[src/rtl/ascon_arbiter_if.sv]
// Requester and core-side stream bundle for the two-port Ascon arbiter.
// slave is the arbiter's view, master the surrounding system's view.
interface ascon_arbiter_if #(
    parameter int CCW = 32
);
    logic [1:0][3:0]       req_mode;
    logic [1:0]            req_start;
    logic [1:0]            req_grant;
    logic [1:0][CCW-1:0]   req_key;
    logic [1:0]            req_key_valid;
    logic [1:0]            req_key_ready;
    logic [1:0][CCW-1:0]   req_bdi;
    logic [1:0][CCW/8-1:0] req_bdi_valid;
    logic [1:0]            req_bdi_ready;
    logic [1:0][3:0]       req_bdi_type;
    logic [1:0]            req_bdi_eot;
    logic [1:0]            req_bdi_eoi;
    logic [1:0][CCW-1:0]   req_bdo;
    logic [1:0]            req_bdo_valid;
    logic [1:0]            req_bdo_ready;
    logic [1:0][3:0]       req_bdo_type;
    logic [1:0]            req_bdo_eot;
    logic [1:0]            req_bdo_eoo;
    logic [1:0]            req_done;
    logic [1:0]            req_auth;
    logic [1:0]            req_auth_valid;

    logic [3:0]            core_mode;
    logic [CCW-1:0]        core_key;
    logic                  core_key_valid;
    logic                  core_key_ready;
    logic [CCW-1:0]        core_bdi;
    logic [CCW/8-1:0]      core_bdi_valid;
    logic                  core_bdi_ready;
    logic [3:0]            core_bdi_type;
    logic                  core_bdi_eot;
    logic                  core_bdi_eoi;
    logic [CCW-1:0]        core_bdo;
    logic                  core_bdo_valid;
    logic                  core_bdo_ready;
    logic [3:0]            core_bdo_type;
    logic                  core_bdo_eot;
    logic                  core_bdo_eoo;
    logic                  core_auth;
    logic                  core_auth_valid;
    logic                  core_done;

    modport slave (
        input  req_mode,
        output req_start,
        output req_grant,
        input  req_key,
        input  req_key_valid,
        output req_key_ready,
        input  req_bdi,
        input  req_bdi_valid,
        output req_bdi_ready,
        input  req_bdi_type,
        input  req_bdi_eot,
        input  req_bdi_eoi,
        output req_bdo,
        output req_bdo_valid,
        input  req_bdo_ready,
        output req_bdo_type,
        output req_bdo_eot,
        input  req_bdo_eoo,
        output req_done,
        output req_auth,
        output req_auth_valid,
        output core_mode,
        output core_key,
        output core_key_valid,
        input  core_key_ready,
        output core_bdi,
        output core_bdi_valid,
        input  core_bdi_ready,
        output core_bdi_type,
        output core_bdi_eot,
        output core_bdi_eoi,
        input  core_bdo,
        input  core_bdo_valid,
        output core_bdo_ready,
        input  core_bdo_type,
        input  core_bdo_eot,
        output core_bdo_eoo,
        input  core_auth,
        input  core_auth_valid,
        input  core_done
    );

    modport master (
        output req_mode,
        input  req_start,
        input  req_grant,
        output req_key,
        output req_key_valid,
        input  req_key_ready,
        output req_bdi,
        output req_bdi_valid,
        input  req_bdi_ready,
        output req_bdi_type,
        output req_bdi_eot,
        output req_bdi_eoi,
        input  req_bdo,
        input  req_bdo_valid,
        output req_bdo_ready,
        input  req_bdo_type,
        input  req_bdo_eot,
        output req_bdo_eoo,
        input  req_done,
        input  req_auth,
        input  req_auth_valid,
        input  core_mode,
        input  core_key,
        input  core_key_valid,
        output core_key_ready,
        input  core_bdi,
        input  core_bdi_valid,
        output core_bdi_ready,
        input  core_bdi_type,
        input  core_bdi_eot,
        input  core_bdi_eoi,
        output core_bdo,
        output core_bdo_valid,
        input  core_bdo_ready,
        output core_bdo_type,
        output core_bdo_eot,
        input  core_bdo_eoo,
        output core_auth,
        output core_auth_valid,
        output core_done
    );
endinterface

[src/rtl/ascon_arbiter.sv]
// Round-robin arbiter sharing one Ascon core between two requesters.
// The owner's streams are muxed straight through with zero latency.
module ascon_arbiter #(
    parameter int CCW = 32
) (
    input  logic           clk,
    input  logic           rst,
    ascon_arbiter_if.slave bus
);

    typedef enum logic [1:0] {IDLE, ISSUE, BUSY, RETIRE} state_t;

    state_t         state;
    state_t         state_nx;
    logic           owner;
    logic           owner_nx;
    logic           last_owner;
    logic           last_nx;
    logic [1:0]     pending;
    logic           win;
    logic           fwd_in;
    logic           fwd_out;
    logic [CCW-1:0] key_w;
    logic [CCW-1:0] bdi_w;

    always_ff @(posedge clk) begin
        if (rst) begin
            state      <= IDLE;
            owner      <= 1'b0;
            last_owner <= 1'b1;
        end else begin
            state      <= state_nx;
            owner      <= owner_nx;
            last_owner <= last_nx;
        end
    end

    always_comb begin
        state_nx = state;
        owner_nx = owner;
        last_nx  = last_owner;

        pending[0] = |bus.req_mode[0];
        pending[1] = |bus.req_mode[1];
        // on a tie the requester that did not go last wins
        win = (&pending) ? ~last_owner : pending[1];

        unique case (state)
            IDLE: begin
                if (|pending) begin
                    owner_nx = win;
                    state_nx = ISSUE;
                end
            end
            ISSUE: state_nx = BUSY;
            BUSY: begin
                if (bus.core_done) begin
                    state_nx = RETIRE;
                end
            end
            RETIRE: begin
                last_nx  = owner;
                state_nx = IDLE;
            end
            default: state_nx = IDLE;
        endcase

        // key/bdi already flow in ISSUE so the core sees them at mode accept
        fwd_in  = (state == ISSUE) || (state == BUSY);
        fwd_out = (state == BUSY);
        key_w   = bus.req_key[owner];
        bdi_w   = bus.req_bdi[owner];

        bus.core_mode = '0;
        if (state == ISSUE) begin
            bus.core_mode = bus.req_mode[owner];
        end

        bus.core_key       = fwd_in ? key_w : '0;
        bus.core_key_valid = fwd_in & bus.req_key_valid[owner];
        bus.core_bdi       = fwd_in ? bdi_w : '0;
        bus.core_bdi_valid = fwd_in ? bus.req_bdi_valid[owner] : '0;
        bus.core_bdi_type  = fwd_in ? bus.req_bdi_type[owner] : '0;
        bus.core_bdi_eot   = fwd_in & bus.req_bdi_eot[owner];
        bus.core_bdi_eoi   = fwd_in & bus.req_bdi_eoi[owner];
        bus.core_bdo_ready = fwd_out & bus.req_bdo_ready[owner];
        bus.core_bdo_eoo   = fwd_out & bus.req_bdo_eoo[owner];

        bus.req_start      = '0;
        bus.req_grant      = '0;
        bus.req_key_ready  = '0;
        bus.req_bdi_ready  = '0;
        bus.req_bdo        = '0;
        bus.req_bdo_valid  = '0;
        bus.req_bdo_type   = '0;
        bus.req_bdo_eot    = '0;
        bus.req_done       = '0;
        bus.req_auth       = '0;
        bus.req_auth_valid = '0;

        bus.req_start[owner]     = (state == ISSUE);
        bus.req_grant[owner]     = (state != IDLE);
        bus.req_key_ready[owner] = fwd_in & bus.core_key_ready;
        bus.req_bdi_ready[owner] = fwd_in & bus.core_bdi_ready;
        bus.req_done[owner]      = (state == RETIRE);

        if (fwd_out) begin
            bus.req_bdo[owner]       = bus.core_bdo;
            bus.req_bdo_valid[owner] = bus.core_bdo_valid;
            bus.req_bdo_type[owner]  = bus.core_bdo_type;
            bus.req_bdo_eot[owner]   = bus.core_bdo_eot;
        end

        if (state == RETIRE) begin
            bus.req_auth[owner]       = bus.core_auth;
            bus.req_auth_valid[owner] = bus.core_auth_valid;
        end
    end

endmodule
[src/flat_wrapper.sv]
// flat-port wrapper written by rule: the top's interface ports become plain ports
module ascon_arbiter_flat 
#(
    parameter int CCW = 32
)
  (clk, rst, bus_req_mode, bus_req_start, bus_req_grant, bus_req_key, bus_req_key_valid, bus_req_key_ready, bus_req_bdi, bus_req_bdi_valid, bus_req_bdi_ready, bus_req_bdi_type, bus_req_bdi_eot, bus_req_bdi_eoi, bus_req_bdo, bus_req_bdo_valid, bus_req_bdo_ready, bus_req_bdo_type, bus_req_bdo_eot, bus_req_bdo_eoo, bus_req_done, bus_req_auth, bus_req_auth_valid, bus_core_mode, bus_core_key, bus_core_key_valid, bus_core_key_ready, bus_core_bdi, bus_core_bdi_valid, bus_core_bdi_ready, bus_core_bdi_type, bus_core_bdi_eot, bus_core_bdi_eoi, bus_core_bdo, bus_core_bdo_valid, bus_core_bdo_ready, bus_core_bdo_type, bus_core_bdo_eot, bus_core_bdo_eoo, bus_core_auth, bus_core_auth_valid, bus_core_done);
  ascon_arbiter_if #(.CCW(CCW)) bus_i ();
  input  logic clk;
  input  logic rst;
  input wire logic [$bits(bus_i.req_mode)-1:0] bus_req_mode;
  output wire logic [$bits(bus_i.req_start)-1:0] bus_req_start;
  output wire logic [$bits(bus_i.req_grant)-1:0] bus_req_grant;
  input wire logic [$bits(bus_i.req_key)-1:0] bus_req_key;
  input wire logic [$bits(bus_i.req_key_valid)-1:0] bus_req_key_valid;
  output wire logic [$bits(bus_i.req_key_ready)-1:0] bus_req_key_ready;
  input wire logic [$bits(bus_i.req_bdi)-1:0] bus_req_bdi;
  input wire logic [$bits(bus_i.req_bdi_valid)-1:0] bus_req_bdi_valid;
  output wire logic [$bits(bus_i.req_bdi_ready)-1:0] bus_req_bdi_ready;
  input wire logic [$bits(bus_i.req_bdi_type)-1:0] bus_req_bdi_type;
  input wire logic [$bits(bus_i.req_bdi_eot)-1:0] bus_req_bdi_eot;
  input wire logic [$bits(bus_i.req_bdi_eoi)-1:0] bus_req_bdi_eoi;
  output wire logic [$bits(bus_i.req_bdo)-1:0] bus_req_bdo;
  output wire logic [$bits(bus_i.req_bdo_valid)-1:0] bus_req_bdo_valid;
  input wire logic [$bits(bus_i.req_bdo_ready)-1:0] bus_req_bdo_ready;
  output wire logic [$bits(bus_i.req_bdo_type)-1:0] bus_req_bdo_type;
  output wire logic [$bits(bus_i.req_bdo_eot)-1:0] bus_req_bdo_eot;
  input wire logic [$bits(bus_i.req_bdo_eoo)-1:0] bus_req_bdo_eoo;
  output wire logic [$bits(bus_i.req_done)-1:0] bus_req_done;
  output wire logic [$bits(bus_i.req_auth)-1:0] bus_req_auth;
  output wire logic [$bits(bus_i.req_auth_valid)-1:0] bus_req_auth_valid;
  output wire logic [$bits(bus_i.core_mode)-1:0] bus_core_mode;
  output wire logic [$bits(bus_i.core_key)-1:0] bus_core_key;
  output wire logic [$bits(bus_i.core_key_valid)-1:0] bus_core_key_valid;
  input wire logic [$bits(bus_i.core_key_ready)-1:0] bus_core_key_ready;
  output wire logic [$bits(bus_i.core_bdi)-1:0] bus_core_bdi;
  output wire logic [$bits(bus_i.core_bdi_valid)-1:0] bus_core_bdi_valid;
  input wire logic [$bits(bus_i.core_bdi_ready)-1:0] bus_core_bdi_ready;
  output wire logic [$bits(bus_i.core_bdi_type)-1:0] bus_core_bdi_type;
  output wire logic [$bits(bus_i.core_bdi_eot)-1:0] bus_core_bdi_eot;
  output wire logic [$bits(bus_i.core_bdi_eoi)-1:0] bus_core_bdi_eoi;
  input wire logic [$bits(bus_i.core_bdo)-1:0] bus_core_bdo;
  input wire logic [$bits(bus_i.core_bdo_valid)-1:0] bus_core_bdo_valid;
  output wire logic [$bits(bus_i.core_bdo_ready)-1:0] bus_core_bdo_ready;
  input wire logic [$bits(bus_i.core_bdo_type)-1:0] bus_core_bdo_type;
  input wire logic [$bits(bus_i.core_bdo_eot)-1:0] bus_core_bdo_eot;
  output wire logic [$bits(bus_i.core_bdo_eoo)-1:0] bus_core_bdo_eoo;
  input wire logic [$bits(bus_i.core_auth)-1:0] bus_core_auth;
  input wire logic [$bits(bus_i.core_auth_valid)-1:0] bus_core_auth_valid;
  input wire logic [$bits(bus_i.core_done)-1:0] bus_core_done;
  assign bus_i.req_mode = bus_req_mode;
  assign bus_req_start = bus_i.req_start;
  assign bus_req_grant = bus_i.req_grant;
  assign bus_i.req_key = bus_req_key;
  assign bus_i.req_key_valid = bus_req_key_valid;
  assign bus_req_key_ready = bus_i.req_key_ready;
  assign bus_i.req_bdi = bus_req_bdi;
  assign bus_i.req_bdi_valid = bus_req_bdi_valid;
  assign bus_req_bdi_ready = bus_i.req_bdi_ready;
  assign bus_i.req_bdi_type = bus_req_bdi_type;
  assign bus_i.req_bdi_eot = bus_req_bdi_eot;
  assign bus_i.req_bdi_eoi = bus_req_bdi_eoi;
  assign bus_req_bdo = bus_i.req_bdo;
  assign bus_req_bdo_valid = bus_i.req_bdo_valid;
  assign bus_i.req_bdo_ready = bus_req_bdo_ready;
  assign bus_req_bdo_type = bus_i.req_bdo_type;
  assign bus_req_bdo_eot = bus_i.req_bdo_eot;
  assign bus_i.req_bdo_eoo = bus_req_bdo_eoo;
  assign bus_req_done = bus_i.req_done;
  assign bus_req_auth = bus_i.req_auth;
  assign bus_req_auth_valid = bus_i.req_auth_valid;
  assign bus_core_mode = bus_i.core_mode;
  assign bus_core_key = bus_i.core_key;
  assign bus_core_key_valid = bus_i.core_key_valid;
  assign bus_i.core_key_ready = bus_core_key_ready;
  assign bus_core_bdi = bus_i.core_bdi;
  assign bus_core_bdi_valid = bus_i.core_bdi_valid;
  assign bus_i.core_bdi_ready = bus_core_bdi_ready;
  assign bus_core_bdi_type = bus_i.core_bdi_type;
  assign bus_core_bdi_eot = bus_i.core_bdi_eot;
  assign bus_core_bdi_eoi = bus_i.core_bdi_eoi;
  assign bus_i.core_bdo = bus_core_bdo;
  assign bus_i.core_bdo_valid = bus_core_bdo_valid;
  assign bus_core_bdo_ready = bus_i.core_bdo_ready;
  assign bus_i.core_bdo_type = bus_core_bdo_type;
  assign bus_i.core_bdo_eot = bus_core_bdo_eot;
  assign bus_core_bdo_eoo = bus_i.core_bdo_eoo;
  assign bus_i.core_auth = bus_core_auth;
  assign bus_i.core_auth_valid = bus_core_auth_valid;
  assign bus_i.core_done = bus_core_done;
  ascon_arbiter #(.CCW(CCW)) u_core (.clk(clk), .rst(rst), .bus(bus_i));
endmodule
[config.mk]
export PLATFORM = sky130hd
export DESIGN_NAME = ascon_arbiter_flat
export DESIGN_NICKNAME = d
export VERILOG_FILES = /design/src/rtl/ascon_arbiter_if.sv /design/src/rtl/ascon_arbiter.sv /design/src/flat_wrapper.sv
export SDC_FILE = /design/constraint.sdc
export NUM_CORES = 1
export LEC_CHECK = 0
export BUFFER_PORTS_ARGS = -buffer_cell sky130_fd_sc_hd__buf_4
export CORE_AREA = 5 5 145 147
export DETAILED_ROUTE_END_ITERATION = 7
export DIE_AREA = 0 0 150 152
export PLACE_DENSITY = 0.43
export SETUP_SLACK_MARGIN = 0.3
export SYNTH_ARGS = -nofsm -noshare
export SYNTH_HDL_FRONTEND = slang
export SYNTH_SLANG_ARGS = --single-unit
export TNS_END_PERCENT = 50
[constraint.sdc]
create_clock -name clk -period 1.8 [get_ports clk]
set_input_delay 0.45 -clock clk [delete_from_list [all_inputs] [get_ports clk]]
set_output_delay 0.45 -clock clk [all_outputs]
set_load 0.01 [all_outputs]
==> summary.txt <==
Clock network
  • H-tree levels: 1
  • CTS Buf Count: 3
  • Clock Tree Buf Depth: 2
  • TritonCTS clock tree: built
  • Clock Root Buffer: clkbuf_16
  • CTS sink cnt: 4
  • Skew-Pair Late Insertion Delay: 0.23 ns
  • Hold Buf Count CTS: 0
  • Worst-path clk slew: 0.03 ns

Route
  • Remaining design rule violation count: 0
  • Vias: 3845
  • First-pass iteration count of the detailed router: 4
  • ANT nets after route: 0
  • Avg WL per Cell: 17.1 um
  • Total routed wirelength: 16.6 mm
  • Routed vias/inst: 3.95
  • Drt initial violations: 53

Timing
  • Fmax: just over 500 MHz
  • Final Hold Vio Count: 0
  • Final setup violation count: 164
  • Final period utilization: 107%
  • RSZ-0062 raised after global routing: true
  • Min Tclk post-route: about 1.9 ns
  • TNS Setup: -10.44 ns
  • Final WS setup: -0.133 ns
  • Final Max Slew Viols: 0
  • Slew HR: 71.7%
  • Worst-Margin Slew: 0.421 ns
  • Clk_skew: 0.00121 ns

Synthesis
  • Yosys warning count: 0
  • Post-Syn Area per Cell: about 7.3 um2
  • Synth Register Bits: 4
  • Sequential fraction of the synthesis area: 3.49%
  • Synth Flop Type: dfxtp_1
  • Yosys cell types: 26
  • Synth Instances: about 320
  • Number of flops mapped to enable cells by yosys: 0
  • Post-Synthesis Net Count: 526
  • Cell Area, Synth: 2300 um2
  • Asr flop ratio synth: 0%

Worst setup path
  • Endpoint type of the worst setup path: output pin
  • Startpoint class of the critical path: register
  • CP Data Arrival Time: ~1.5 ns
  • Setup CP Type: register to output pin
  • Critical path required time: approximately 1.4 ns
  • CP max FO: 11

Placed design
  • Placed Cells: approximately 950
  • Final Wtd Congestion: 0.805
  • Port bufs: approximately 380
  • Post-place instance area: 5860 um2
  • Hpwl dp: 13.5 mm

Floorplanning
  • Row Count: 52
  • IO Pins: 378
  • Initial core utilization: 11.6%
  • Core footprint: between 15000 and 20000 um2
  • Die Ht: around 150 um
  • Die area: 22800 um2
  • Die extent in x: 150 um

Power and ir drop
  • Sw Ratio: 38.7%
  • Worst VDD drop: 0.000676 V
  • Combinational share of power: 93.5%
  • P_sw: 0.00317 W
  • Flop pwr share: 2.2%
  • Internal Pwr Total: 0.00502 W
  • Overall Power: 0.00818 W
  • Clk pwr share: 4.3%
  • Pwr per Cell Area: between 1000 and 1500 nW/um2
  • Leak pwr: 3.34 nW

Run status
  • Violated checks: setup timing
  • Status: finished, violations left

Final layout
  • Layout Cells excl Fill: 974
  • # diodes: 0
  • Share of layout cells above drive strength 1: between 70% and 80%
  • Nets: just over 900
  • Final Util: 34.3%
  • Layout area overhead: 195%
  • Final instance area: 6790 um2

GRT
  • Number of global-route vias before repair: around 4200
  • Antenna violations before repair: 0
  • Aggregate global routing overflow: 0
  • Largest net degree at the start of global routing: 39
  • GRT Resource Usage Total: 13.2%
  • First-pass GRT wire length: 23.9 mm

Run
  • Max-cap check violation count: 0

Min path
  • Worst min path class: input pin to register
==> timing repair <==
action	CTS	global route
buffers inserted	16	0
pin swaps	0	6
cloned	6	0
resized for setup	71	60
setup endpoints to repair	171	173
==> synthesized netlist by cell type, drive strengths merged (2+ instances only) <==
cell type  number  area, um2
inv             4       15.0
ha              4       50.1
dfxtp           4       80.1
mux2i          81        811
nor2b          86        538
nor4            2       12.5
nor2            3       11.3
buf            10       55.1
clkbuf         21       78.8
or4             2       18.8
and3b           2       17.5
a211o           2       17.5
and2           42        263
and3           42        263
==> critical path, cell delays in order, from the launching register on <==
cell and delay (ns):
dfxtp_4 0.37, inv_4 0.04, ha_4 0.27, buf_12 0.14, buf_16 0.14, nor2b_2 0.15
buf_4 0.14
==> path summary, 6_finish.rpt <==
check	from	endpoint	slack [ns]	depth (start not counted)
worst max-delay path	u_core.state[1]	bus_core_bdi[3]	-0.13	6
worst max register to register	u_core.state[1]	u_core.state[1]	0.16	8
worst min register to register	u_core.last_owner	u_core.last_owner	0.48	1
worst min-delay path	rst	u_core.owner	0.43	2
==> layer usage <==
metal	global-route usage [%]	up-vias	part of all wire, %
li1	-	1849	-
met3	4.68	14	12
met5	0	-	0
met1	11.9	1748	31
met4	2.75	0	1.5
met2	27.3	234	56
==> placed cells by master (no fill, tap or decap), types with 2 or more instances in the layout <==
cell type	netlist	final
a211o_1	2	2
buf_8	0	2
inv_4	0	2
mux2i_1	81	70
mux2i_2	0	8
dfxtp_4	0	3
nor2b_4	0	32
buf_12	0	10
ha_4	0	3
nor2b_2	0	43
mux2i_4	0	3
nor4_1	2	2
buf_6	0	58
and3b_1	2	2
clkbuf_16	0	3
bufbuf_16	0	2
buf_4	2	341
and2_4	0	25
buf_16	0	4
and3_4	0	9
and3_1	42	33
and2_1	42	17
nor2b_1	86	11
==> state kept, by name, summed over array words and instances, names as in the netlist <==
name,flops
u_core.owner,1
u_core.state,2
u_core.last_owner,1
==> layout make-up <==
class                           instances  area, um2
Timing Repair Buffer                  417       3620
Fill cell                            2087      13000
Sequential cell                         4       91.3
Tap cell                              270        338
Inverter                                4       20.0
Clock buffer                            3       75.1
Multi-Input combinational cell        276       2640
==> power groups by stage <==
stage          registers [W]  logic, W  clock network, W
2_1_floorplan       0.000165   0.00338                 0
4_1_cts             0.000183   0.00758          0.000359
3_3_place_gp        0.000179   0.00619                 0
6_report            0.000183   0.00765          0.000353
3_5_place_dp        0.000181   0.00620                 0
5_1_grt             0.000188   0.00819          0.000364
==> cell families (layout without fill, tap and decap cells) <==
group                    count (synthesis)  in the layout  synth area share, %
adder cells (fa/ha/maj)                  4              4                 2.18
flip-flops                               4              4                 3.49
AO/OA/AOI/OAI                            8              8                 2.45
AND/OR/NAND/NOR                        183            183                 50.1
multiplexers                            81             81                 35.3
buffers and inverters                   35            424                 6.48
==> metrics by stage <==
step | hold slack [ns] | worst slack (ns)
2_1_floorplan | 0.437 | 0.237
3_3_place_gp | 0.468 | 0.0990
3_5_place_dp | 0.466 | 0.0693
4_1_cts | 0.433 | -0.154
5_1_grt | 0.442 | -0.182
6_report | 0.431 | -0.133
(Power assumes the default switching activity.)
